## src/rtl/imm_decode_stage_pkg.sv

```systemverilog
// Shared definitions for the immediate-decode stage.
//   IMM_* : format-select encodings for in_imm_src (101..111 are reserved)
//   buf_state_e : occupancy of the two-entry output/skid buffer
//   dec_entry_t : one decoded entry; imm is held at the widest legal XLEN
//                 and truncated to the instance XLEN at the output
package imm_decode_stage_pkg;

  localparam int IMM_MAX_W = 64;

  localparam logic [2:0] IMM_I = 3'b000;
  localparam logic [2:0] IMM_S = 3'b001;
  localparam logic [2:0] IMM_B = 3'b010;
  localparam logic [2:0] IMM_U = 3'b011;
  localparam logic [2:0] IMM_J = 3'b100;

  typedef enum logic [1:0] {
    ST_EMPTY = 2'b00,
    ST_ONE   = 2'b01,
    ST_FULL  = 2'b10
  } buf_state_e;

  typedef struct packed {
    logic [4:0]           a1;
    logic [4:0]           a2;
    logic [4:0]           a3;
    logic [IMM_MAX_W-1:0] imm;
    logic                 illegal;
  } dec_entry_t;

endpackage

```

## src/rtl/imm_decode_stage_imm_gen.sv

```systemverilog
// Combinational immediate generator.
//   inst    in  32    raw instruction word
//   imm_src in  3     format select (I/S/B/U/J, others reserved)
//   imm     out XLEN  immediate sign-extended from inst[31]
//   illegal out 1     imm_src was a reserved encoding (imm forced to 0)
module imm_gen
  import imm_decode_stage_pkg::*;
#(
  parameter int XLEN = 32
) (
  input  logic [31:0]     inst,
  input  logic [2:0]      imm_src,
  output logic [XLEN-1:0] imm,
  output logic            illegal
);

  // Every format is built at 64 bits and then truncated, so the U-type
  // upper sign bits simply disappear when XLEN is 32.
  logic signed [63:0] imm_full;
  logic               unused_bits;

  always_comb begin
    imm_full = '0;
    illegal  = 1'b0;
    case (imm_src)
      IMM_I:   imm_full = {{52{inst[31]}}, inst[31:20]};
      IMM_S:   imm_full = {{52{inst[31]}}, inst[31:25], inst[11:7]};
      IMM_B:   imm_full = {{52{inst[31]}}, inst[7], inst[30:25], inst[11:8], 1'b0};
      IMM_U:   imm_full = {{32{inst[31]}}, inst[31:12], 12'b0};
      IMM_J:   imm_full = {{44{inst[31]}}, inst[19:12], inst[20], inst[30:21], 1'b0};
      default: illegal  = 1'b1;
    endcase
  end

  assign imm         = imm_full[XLEN-1:0];
  assign unused_bits = ^{imm_full, inst[6:0]};

endmodule

```

## src/rtl/imm_decode_stage.sv

```systemverilog
// Registered field-extraction / immediate-generation stage with a
// two-entry skid buffer on a valid/ready handshake.
//   clk, rst_n            clock, asynchronous active-low reset
//   in_valid/in_ready     upstream handshake (in_ready = skid entry empty)
//   in_inst, in_imm_src   instruction word and immediate format select
//   flush                 synchronous discard of all buffered entries
//   out_valid/out_ready   downstream handshake
//   out_a1/a2/a3          rs1/rs2/rd fields of the buffered instruction
//   out_imm, out_illegal  extended immediate, reserved-select flag
module imm_decode_stage
  import imm_decode_stage_pkg::*;
#(
  parameter int XLEN   = 32,
  parameter int REG_AW = 5
) (
  input  logic              clk,
  input  logic              rst_n,
  input  logic              in_valid,
  output logic              in_ready,
  input  logic [31:0]       in_inst,
  input  logic [2:0]        in_imm_src,
  input  logic              flush,
  output logic              out_valid,
  input  logic              out_ready,
  output logic [REG_AW-1:0] out_a1,
  output logic [REG_AW-1:0] out_a2,
  output logic [REG_AW-1:0] out_a3,
  output logic [XLEN-1:0]   out_imm,
  output logic              out_illegal
);

  buf_state_e      state, state_nxt;
  dec_entry_t      dec_p0, out_p1, skid_p1;
  logic [XLEN-1:0] gen_imm;
  logic            gen_illegal;
  logic            accept;
  logic            load_out, load_skid, move_skid;
  logic            unused_imm;

  // Stage 0: combinational decode of the incoming instruction
  imm_gen #(.XLEN(XLEN)) u_imm_gen (
    .inst    (in_inst),
    .imm_src (in_imm_src),
    .imm     (gen_imm),
    .illegal (gen_illegal)
  );

  always_comb begin
    dec_p0.a1      = in_inst[19:15];
    dec_p0.a2      = in_inst[24:20];
    dec_p0.a3      = in_inst[11:7];
    dec_p0.imm     = IMM_MAX_W'(gen_imm);
    dec_p0.illegal = gen_illegal;
  end

  // Both handshake outputs decode the state register only, so neither
  // in_ready nor out_* has a combinational path from the inputs.
  assign in_ready  = (state != ST_FULL);
  assign out_valid = (state != ST_EMPTY);
  assign accept    = in_valid && in_ready;

  always_comb begin
    state_nxt = state;
    load_out  = 1'b0;
    load_skid = 1'b0;
    move_skid = 1'b0;
    if (flush) begin
      state_nxt = ST_EMPTY;
    end else begin
      case (state)
        ST_EMPTY: begin
          if (accept) begin
            load_out  = 1'b1;
            state_nxt = ST_ONE;
          end
        end
        ST_ONE: begin
          if (accept && out_ready) begin
            load_out = 1'b1;
          end else if (accept) begin
            load_skid = 1'b1;
            state_nxt = ST_FULL;
          end else if (out_ready) begin
            state_nxt = ST_EMPTY;
          end
        end
        ST_FULL: begin
          if (out_ready) begin
            move_skid = 1'b1;
            state_nxt = ST_ONE;
          end
        end
        default: state_nxt = ST_EMPTY;
      endcase
    end
  end

  always_ff @(posedge clk or negedge rst_n) begin
    if (!rst_n) state <= ST_EMPTY;
    else        state <= state_nxt;
  end

  // Stage 1: output register and skid register
  always_ff @(posedge clk or negedge rst_n) begin
    if (!rst_n) begin
      out_p1  <= '0;
      skid_p1 <= '0;
    end else begin
      if (load_out)       out_p1 <= dec_p0;
      else if (move_skid) out_p1 <= skid_p1;
      if (load_skid)      skid_p1 <= dec_p0;
    end
  end

  assign out_a1      = REG_AW'(out_p1.a1);
  assign out_a2      = REG_AW'(out_p1.a2);
  assign out_a3      = REG_AW'(out_p1.a3);
  assign out_imm     = out_p1.imm[XLEN-1:0];
  assign out_illegal = out_p1.illegal;
  assign unused_imm  = ^out_p1.imm;

endmodule

```

## config.mk

```make
export PLATFORM = sky130hd
export DESIGN_NAME = imm_decode_stage
export DESIGN_NICKNAME = d
export VERILOG_FILES = /design/src/rtl/imm_decode_stage_pkg.sv /design/src/rtl/imm_decode_stage_imm_gen.sv /design/src/rtl/imm_decode_stage.sv
export SDC_FILE = /design/constraint.sdc
export NUM_CORES = 1
export LEC_CHECK = 0
export ABC_AREA = 1
export BUFFER_PORTS_ARGS = -buffer_cell sky130_fd_sc_hd__buf_4
export CAP_MARGIN = 20
export CORE_ASPECT_RATIO = 1.1
export CORE_MARGIN = 1.5
export CORE_UTILIZATION = 35
export CTS_CLUSTER_DIAMETER = 80
export DETAILED_ROUTE_END_ITERATION = 10
export PLACE_DENSITY = 0.61
export SETUP_SLACK_MARGIN = 0.2
export SYNTH_ARGS = -nofsm -noshare
export SYNTH_HDL_FRONTEND = slang
export SYNTH_SLANG_ARGS = --single-unit
```

## constraint.sdc

```tcl
create_clock -name clk -period 1.3 [get_ports clk]
set_input_delay 0.065 -clock clk [delete_from_list [all_inputs] [get_ports clk]]
set_output_delay 0.065 -clock clk [all_outputs]
set_load 0.05 [all_outputs]
```

; ---- Word-level counts from Yosys, hierarchy flattened
; Cells that the tools add are included.
[classes]
eq_ne = 11
n_mux = 21
n_reduce_logical = 8
[ops]
columns = op, n
row1 = $mux 80, 2
row2 = $pmux 32 s5, 1
row3 = $mux 2, 6
row4 = $mux 1, 10
row5 = $ne 3x3->1 const B, 3
row6 = $eq 3x2->1 const B, 2
row7 = $pmux 2 s3, 1
row8 = $reduce_or 5->1, 1
row9 = $ne 4x4->1 const B, 1
row10 = $reduce_and 4->1, 1
row11 = $reduce_bool 2->1, 2
row12 = $eq 3x1->1 const B, 1
row13 = $eq 3x3->1 const B, 1
row14 = $logic_not 3->1, 1
row15 = $eq 2x1->1 const B, 1
row16 = $eq 2x2->1 const B, 1
row17 = $logic_and 1x1->1, 2
row18 = $logic_not 2->1, 1
row19 = $ne 2x2->1 const B, 1
row20 = $pmux 1 s2, 1
[totals]
register_bits = 98
output_inout_bits = 50

; ---- Depth between registers and ports, before layout
; Gate-level depths: netlist of run 1.
[depth]
ltp_word = 7
depth_mapped = 9
ltp_nobuf = 8

; ---- By module
; From an unflattened synthesis of run 1, not the netlist that was laid out.
[hier_totals]
hier_cells = 571
area_unflattened_um2 = 4864.7
[modules_own_cells]
columns = mod, n_inst, cells_per_inst, area_each_um2, seq_area_each_um2
row1 = imm_decode_stage, 1, 458, 4355.4, 2452.4
row2 = imm_gen, 1, 113, 509.2, 0.0

; ---- Least setup slack after synthesis of run 1
; No wires, ideal clock.
[synth_timing]
path_kind = register -> register
start = register state[1]
end = register out_p1, in the netlist out_imm[21]
t_arrival_ns = 1.218
setup_slack_ns = 0.018
stages_incl_launch_ff = 8
path_buffers = 2
synth_period_minus_slack_ns = 1.282
path_cell_list = dfrtp_1 nor2_2 nand2_2 nor2_4 buf_4 buf_2 nand2_1 nand2_1
[synth_via]
elab_chain_cells = 7
word_cells_on_any_way = 14
[synth_rtl]
columns = element, line_no
row1 = start: declaration, imm_decode_stage.sv:32  ; buf_state_e state, state_nxt;
row2 = start signal: assignment, imm_decode_stage.sv:100  ; else state <= state_nxt;
row3 = $ne 2x2->1, imm_decode_stage.sv:58  ; assign in_ready = (state != ST_FULL);
row4 = $logic_and 1x1->1, imm_decode_stage.sv:60  ; assign accept = in_valid && in_ready;
row5 = $logic_and 1x1->1, imm_decode_stage.sv:78  ; if (accept && out_ready) begin
row6 = $mux 1, imm_decode_stage.sv:78
row7 = $pmux 1 s2, imm_decode_stage.sv:70  ; case (state)
row8 = $mux 1, imm_decode_stage.sv:67  ; if (flush) begin
row9 = $mux 80 / $reduce_bool 2->1 (equally long branches), n/a
row10 = end signal: assignment, imm_decode_stage.sv:109  ; if (load_out) out_p1 <= dec_p0;
row11 = end signal: assignment, imm_decode_stage.sv:110  ; else if (move_skid) out_p1 <= skid_p1;
row12 = end: declaration, imm_decode_stage.sv:33  ; dec_entry_t dec_p0, out_p1, skid_p1;
; Parallel ways exist; a longest one is shown, timed or not.
; A chain may end at the register's enable or synchronous reset.

; ---- Worst setup path in the final report of run 1
[layout_timing]
start = register state[0]
end = register skid_p1[1] (netlist bit)
[layout_via]
elab_chain_cells = 6
word_cells_on_any_way = 8
[layout_rtl]
columns = element, line_no
row1 = $ne 2x2->1, imm_decode_stage.sv:58
row2 = $logic_and 1x1->1, imm_decode_stage.sv:60
row3 = $mux 1 / $logic_and 1x1->1 (equally long branches), "imm_decode_stage.sv:80, imm_decode_stage.sv:78"
row4 = $mux 1, imm_decode_stage.sv:78
row5 = $mux 1 (*), imm_decode_stage.sv:70
row6 = $mux 1 (*), imm_decode_stage.sv:67
row7 = end signal: assignment, imm_decode_stage.sv:111  ; if (load_skid) skid_p1 <= dec_p0;
row8 = end: declaration, imm_decode_stage.sv:33
; Mark *: on every way between the ends. The rest lies on a longest branch, timed or not.

==> impl_results.md, run 1 <==
* Pre-CTS WS at -318 ps
* Clock Power Share at 0.223
* Pwr dens at ~1700 mW/mm^2
* Slew Limit Headroom at 0.610
* Post-Synth Adder-Cell Area at 0
* IO Pins at 90
* Multi-input logic area at 0.00235 mm^2
* Register area share after synthesis at 0.531
* RSZ-0062 raised after global routing: true
* Pwr Total at 0.0120 W
* Syn Nets at 654
* Final GP Congestion at just under 0.9
* Dpl cells at approximately 850
* CP Launch Type: flip-flop
* Starting Density at 0.362
* Fin cells at 917
* Multiplexer share of the synthesized area at 0
* Failing checks: design-rule violations, negative setup slack
* TritonCTS buffer count at 9
* Initial antenna violation count at 0
* Switching Share at 0.396
* Layout Utilization at 0.553
* Critical Path AT at 1690 ps
* Overflow after GRT at 0
* Met2 global-route usage at 0.356
* Sequential share of power at 0.398
* Number of global-route vias before repair at between 4000 and 5000
* Post-synthesis cell count at 614
* Least-Margin Pin Slew at 583 ps
* Crit-path cells: inv_2, nor2_4, inv_4, nor2_8, buf_12, buf_12, inv_12, nand2_1, nand2_1
* Commonest cells post-synth: 361 x nand2_1, 98 x dfrtp_1, 53 x nand3_1, 18 x buf_2, 17 x nor2_1
* Largest family of logic cells by synthesized area: simple AND/OR/NAND/NOR gates
* Share of the synthesized area in the top cell type at 0.531
* PortBufs at 82
* Ys async rst share at 1.00
* Clk_lat worst skew at roughly 350 ps
* Row cnt at 43
* Comb pwr share at 0.379
* Hold crit path type: in2async
* Die extent in y at ~120 um
* Internal at 0.00723 W
* Via density at 5.03
* Worst r2r dst: skid_p1[1]
* VDD IR max at 0.718 mV
* Critical path's top delay family: buffers and inverters
* Final HPWL DP at 8390 um
* Worst setup path class: reg2reg
* ANT nets after route at 0
* Sw power at 0.00474 W
* Global-route wire length before repair at 22500 um
* CTS root buf: clkbuf_16
* Post-synthesis compound-gate area fraction at 0.0347
* Post-layout min period at 1450 ps
* Status: finished with violations
* Largest net degree at the start of global routing at 98
* Post-Syn Area at 0.00462 mm^2
* Clock-pin slew on the worst setup and hold paths at about 70 ps
* Reg2Reg Depth at 9
* Ant diodes at 0
* Die ar. at roughly 0.014 mm^2
* Slew Viols, Final at 0
* Syn-to-layout area delta at 52.5%
* Met1 Usage GRT at 0.272
* Lkg Pwr at 3.72 nW
* Ys flop type: dfrtp_1
* Finish-stage setup viols at 98
* Fin area at 0.00705 mm^2
* Synth Area in Simple Gates at 0.385
* Reg-to-reg slack, setup at -150 ps
* Fin worst setup slack at -150 ps
* Crit-path max FO at 13
* Worst path bufs/invs at 5
* Total GRT Usage at 0.213
* Worst flop-to-flop path startpoint: state[0]
* Nets at approximately 800
* Residual DRC at 5
* Number of synthesized register bits at 98
* Met3 Track Usage GR at 0.0387
* Overall via count from detail_route at roughly 4600
* H-Tree Depth at 3
* Yosys top cell by area: dfrtp_1
* Clock sink count at 98
* WL final at 15000 um
* Area after DPL at 0.00549 mm^2
* Register Area at 0.00245 mm^2
* Drt initial violations at about 440
* CTS tree: done
* Width of the die at 113 um
* Syn Area/Cell at about 7.5 um^2
* Max stage delay on crit path at 420 ps
* Most common cell in the netlist: nand2_1
* Final Cycle Share at 1.12
* Xor/xnor share of the synthesized area at 0
* Max clock buf depth at 2
* Pre-antenna DRT Iters at 8
* Setup Skew at approximately 7.6 ps
* EDFF count, synth at 0
* Core area at 0.0128 mm^2
* Final Hold Fails at 0
* Max-Cap Viols at 0
* Fillers at approximately 1100
* Gr busiest metal: met2
* Slowest CP cell: dfrtp_2
* CP endpoint kind: flip-flop
* Fmax at 689 MHz
* YS warnings at 0
* CP required at roughly 1500 ps
* Post-synth cell types at 21
* Ranking of synthesized cells by area: dfrtp_1 53%, nand2_1 29%, nand3_1 5.7%, buf_2 1.9%, o21ai_0 1.7%
* Layout cells sized above 1 at 0.345
* Wire per inst at 16.4 um
==> final cells by class <==
class | instances | share of cell area
well taps | 157 | 0.0279
inverters | 17 | 0.0121
repair inverters | 4 | 0.0110
clock inverters | 7 | 0.00994
clock buffers | 9 | 0.0320
flip-flops and latches | 98 | 0.348
multi-input cells | 472 | 0.333
repair buffers | 153 | 0.226
==> logic make-up (layout without fill, tap and decap cells) <==
family	Yosys count	in the layout
buffers and inverters	46	190
and+or+nand+nor	442	444
DFF	98	98
AOI/OAI and AO/OA	28	28
==> worst max path at each step <==
stage	start	to	slack, ps	depth (start not counted)
finish	state[0]	skid_p1[1]	-150	9
floorplan	state[1]	skid_p1[8]	50	7
detailed placement	state[0]	out_a1[4]	-320	6
global route	state[1]	skid_p1[1]	-200	8
CTS	state[0]	skid_p1[66]	-80	8
global placement	state[0]	out_imm[4]	-270	6
==> what timing repair did <==
action	CTS	global route
hold buffers	18	0
endpoints found under the setup margin	100	100
endpoints found under the hold margin	128	0
gates cloned	9	4
pin swaps	17	26
resized for setup	60	101
setup buffers	14	11
==> layer usage <==
layer | vias to the layer above | wire, um
met5 | - | 0
met1 | 2221 | 6430
met2 | 154 | 7220
li1 | 2202 | -
met4 | 0 | 532
met3 | 39 | 831
==> through the flow <==
step,hold WS [ps],TNS (ps)
5_1_grt,17.2,-15560
3_3_place_gp,-142,-11570
3_5_place_dp,-141,-14850
6_report,26.1,-8930
4_1_cts,16.9,-5570
2_1_floorplan,-231,0
==> power groups by stage <==
stage                     Clock (W)  Sequential [W]  Combinational, W
after global placement            0         0.00465           0.00371
after detailed placement          0         0.00467           0.00378
after CTS                   0.00271         0.00464           0.00413
final                       0.00267         0.00477           0.00453
after global routing        0.00287         0.00487           0.00489
after floorplan                   0         0.00584           0.00135
==> flip-flops by register name, indices dropped and copies added, names as in the netlist <==
name / cells
out_illegal: 1
skid_p1: 48
state: 2
out_imm: 32
out_a3: 5
out_a1: 5
out_a2: 5
==> cells in the final DEF, fill, tap and decap left out <==
cell type / instances
nand2_1: 301
buf_4: 101
dfrtp_1: 97
nand2_2: 46
nand3_1: 43
o21ai_2: 18
dlygate4sd3_1: 18
nand2_4: 17
buf_12: 17
nor2_1: 15
inv_1: 13
clkbuf_16: 11
nand3_2: 9
nor2_4: 7
buf_6: 7
o21ai_0: 6
buf_16: 5
clkinvlp_4: 4
buf_8: 3
nand4_1: 2
nand3_4: 2
inv_4: 2
o21ai_1: 2
inv_16: 2
clkinv_2: 2
inv_2: 1
nor2_2: 1
nor2_8: 1
o211ai_1: 1
o31ai_4: 1
bufinv_16: 1
clkinv_16: 1
inv_8: 1
inv_12: 1
dfrtp_2: 1
Power figures use the tool's default switching activity.
==> run 2, diff against run 1 <==
--- a/config.mk
+++ b/config.mk
@@ -9,12 +9,13 @@
 export BUFFER_PORTS_ARGS = -buffer_cell sky130_fd_sc_hd__buf_4
 export CAP_MARGIN = 20
 export CORE_ASPECT_RATIO = 1.1
-export CORE_MARGIN = 1.5
 export CORE_UTILIZATION = 35
 export CTS_CLUSTER_DIAMETER = 80
 export DETAILED_ROUTE_END_ITERATION = 10
+export GPL_TIMING_DRIVEN = 0
 export PLACE_DENSITY = 0.61
 export SETUP_SLACK_MARGIN = 0.2
+export SKIP_CTS_REPAIR_TIMING = 1
 export SYNTH_ARGS = -nofsm -noshare
 export SYNTH_HDL_FRONTEND = slang
 export SYNTH_SLANG_ARGS = --single-unit
==> run 2 against run 1 <==
The flow finishes with violations (design-rule violations, negative hold slack, negative setup slack). Clock-buffer cell count is 1 higher. Hold slack got worse by 47 ps. Power fell by 5.0%. Register-to-register slack better by 20 ps. Combinational power decreased by 15%. Routed wire length decreased by 15%. Setup slack gained 19 ps. Sequential share of layout area grew 5.1 points. First-iteration DRC count decreased by 42%. Final cell count is 3.2% lower. Cell area fell by 13%. Critical path type unchanged.
==> impl_results.md, run 2 (same netlist as run 1, synthesis figures left out) <==
* Status: finished with violations
* Failing checks: design-rule violations, negative hold slack, negative setup slack
* PortBufs at 81 (-1.2%)
* Commonest non-fill, non-tap cell in the layout: nand2_1
* Finish-stage setup viols at 99 (+1.0%)
* Most frequent cells in the layout: 357 x nand2_1, 96 x dfrtp_1, 86 x buf_4
* Slew Viols, Final at 0 (unchanged)
* Wire per inst at 14.3 um (-13%)
* Dpl cells at 853 (+0.95%)
* CP Launch Type: flip-flop
* Met1 Usage GRT at 0.252 (-0.0195)
* Syn-to-layout area delta at 33.2%
* Drt initial violations at 259 (-42%)
* Number of global-route vias before repair at 4010 (-8.3%)
* Fin area at 0.00616 mm^2 (-13%)
* Slew Limit Headroom at 0.594 (-0.0158)
* Met2 global-route usage at 0.311 (-0.0454)
* TritonCTS buffer count at 9 (unchanged)
* Sw power at 0.00431 W (-9.1%)
* Ant diodes at 0 (unchanged)
* Setup Skew at 6.83 ps (-0.780 ps)
* Post-layout min period at 1430 ps (-18.8 ps)
* Critical Path AT at 1670 ps (-20 ps)
* Global-route wire length before repair at 20200 um (-10%)
* Overall via count from detail_route at 4264 (-7.6%)
* WL final at 12700 um (-15%)
* Comb pwr share at 0.341 (-0.038)
* Layout cells sized above 1 at 0.220 (-0.124)
* Overflow after GRT at 0 (unchanged)
* CTS root buf: clkbuf_16
* Nets at 767 (-3.5%)
* ANT nets after route at 0 (unchanged)
* Least-Margin Pin Slew at 606 ps (+23.2 ps)
* CP endpoint kind: flip-flop
* Met3 Track Usage GR at 0.0435 (+0.00473)
* Fillers at 1255 (+12%)
* Die extent in y at 123 um (-0.81%)
* VDD IR max at 0.986 mV (+37%)
* Total GRT Usage at 0.193 (-0.0195)
* Lkg Pwr at 3.34 nW (-10%)
* Reg-to-reg slack, setup at -130 ps (+20 ps)
* Residual DRC at 9 (+4)
* Starting Density at 0.362 (unchanged)
* IO Pins at 90 (unchanged)
* Gr busiest metal: met2
* Pwr Total at 0.0114 W (-5.0%)
* Fin cells at 888 (-3.2%)
* Core area at 0.0128 mm^2 (unchanged)
* Fin worst setup slack at -132 ps (+18.8 ps)
* Width of the die at 112 um (-0.89%)
* Pre-CTS WS at -240 ps (+77.5 ps)
* Clk_lat worst skew at 350 ps (about the same)
* Via density at 4.80 (-4.6%)
* Hold Worst Slack at -20.8 ps (-46.8 ps)
* Pre-antenna DRT Iters at 8 (unchanged)
* Switching Share at 0.379 (-0.0172)
* Number of flip-flops in the largest register at 48 (unchanged)
* Area after DPL at 0.00554 mm^2 (+0.93%)
* Clock-pin slew on the worst setup and hold paths at 70 ps (about the same)
* Fmax at 698 MHz (+1.3%)
* Largest Register: skid_p1
* H-Tree Depth at 3 (unchanged)
* CP required at 1540 ps (about the same)
* Crit-path max FO at 10 (-3)
* Final Cycle Share at 1.10 (-0.0144)
* Clock sink count at 98 (unchanged)
* Max-Cap Viols at 0 (unchanged)
* Final Hold Fails at 6 (+6)
* Hold crit path type: in2reg
* RSZ-0062 raised after global routing: true
* Die ar. at 0.0137 mm^2 (-1.7%)
* Final HPWL DP at 9340 um (+11%)
* Largest net degree at the start of global routing at 57 (-42%)
* Max clock buf depth at 2 (unchanged)
* Row cnt at 43 (unchanged)
* Setup TNS at -9310 ps (-380 ps)
* Internal at 0.00706 W (-2.3%)
* Final GP Congestion at 0.862 (-1.6%)
* Initial antenna violation count at 0 (unchanged)
* Worst setup path class: reg2reg
* Clock Power Share at 0.250 (+0.027)
* CTS tree: done
* Sequential share of power at 0.409 (+0.011)
* Pwr dens at 1850 mW/mm^2 (+8.7%)
## run 2: area by class of cell
| class | count | area [um^2] | area share |
|---|---|---|---|
| repair buffers | 102 | 831 | 0.135 |
| clock inverters | 5 | 78.8 | 0.0128 |
| multi-input cells | 470 | 2010 | 0.327 |
| clock buffers | 10 | 239 | 0.0388 |
| inverters | 17 | 76.3 | 0.0124 |
| plain buffers | 29 | 265 | 0.0431 |
| well taps | 157 | 196 | 0.0319 |
| flip-flops and latches | 98 | 2450 | 0.399 |
## run 2: path summary, 6_finish.rpt
check,from,to,cells past startpoint
hold / removal,in_inst[7],skid_p1[65],3
min in group asynchronous,rst_n,out_a1[2],2
setup / recovery,state[1],out_imm[3],7
max in group asynchronous,rst_n,skid_p1[25],3
hold reg to reg,skid_p1[77],skid_p1[77],2
setup reg to reg,state[1],out_imm[3],7
## run 2: metrics by stage
stage,hold slack [ps],utilization
2_1_floorplan,-231,-
3_3_place_gp,276,0.432
3_5_place_dp,105,0.435
4_1_cts,-267,0.459
5_1_grt,4.69,0.483
6_report,-20.8,0.483
## run 2: power groups by stage
stage | sequential (W) | clock [W] | combinational (W)
final | 0.00465 | 0.00284 | 0.00387
after global placement | 0.00463 | 0 | 0.00371
after floorplan | 0.00584 | 0 | 0.00135
after global routing | 0.00476 | 0.00302 | 0.00422
after detailed placement | 0.00468 | 0 | 0.00378
after CTS | 0.00464 | 0.00291 | 0.00379
## run 2: critical path, cell delays in order, from the launching register on
cell,delay (ps)
dfrtp_2,470
nor2_4,130
nand2_4,100
nor2_4,180
buf_4,220
nand3_1,90
nand2_1,80
nand2_1,60
## run 2: layer usage
metal	routed length, um	vias up
met5	0	-
met4	267	0
met3	730	19
met2	6060	121
met1	5650	1976
li1	-	2148
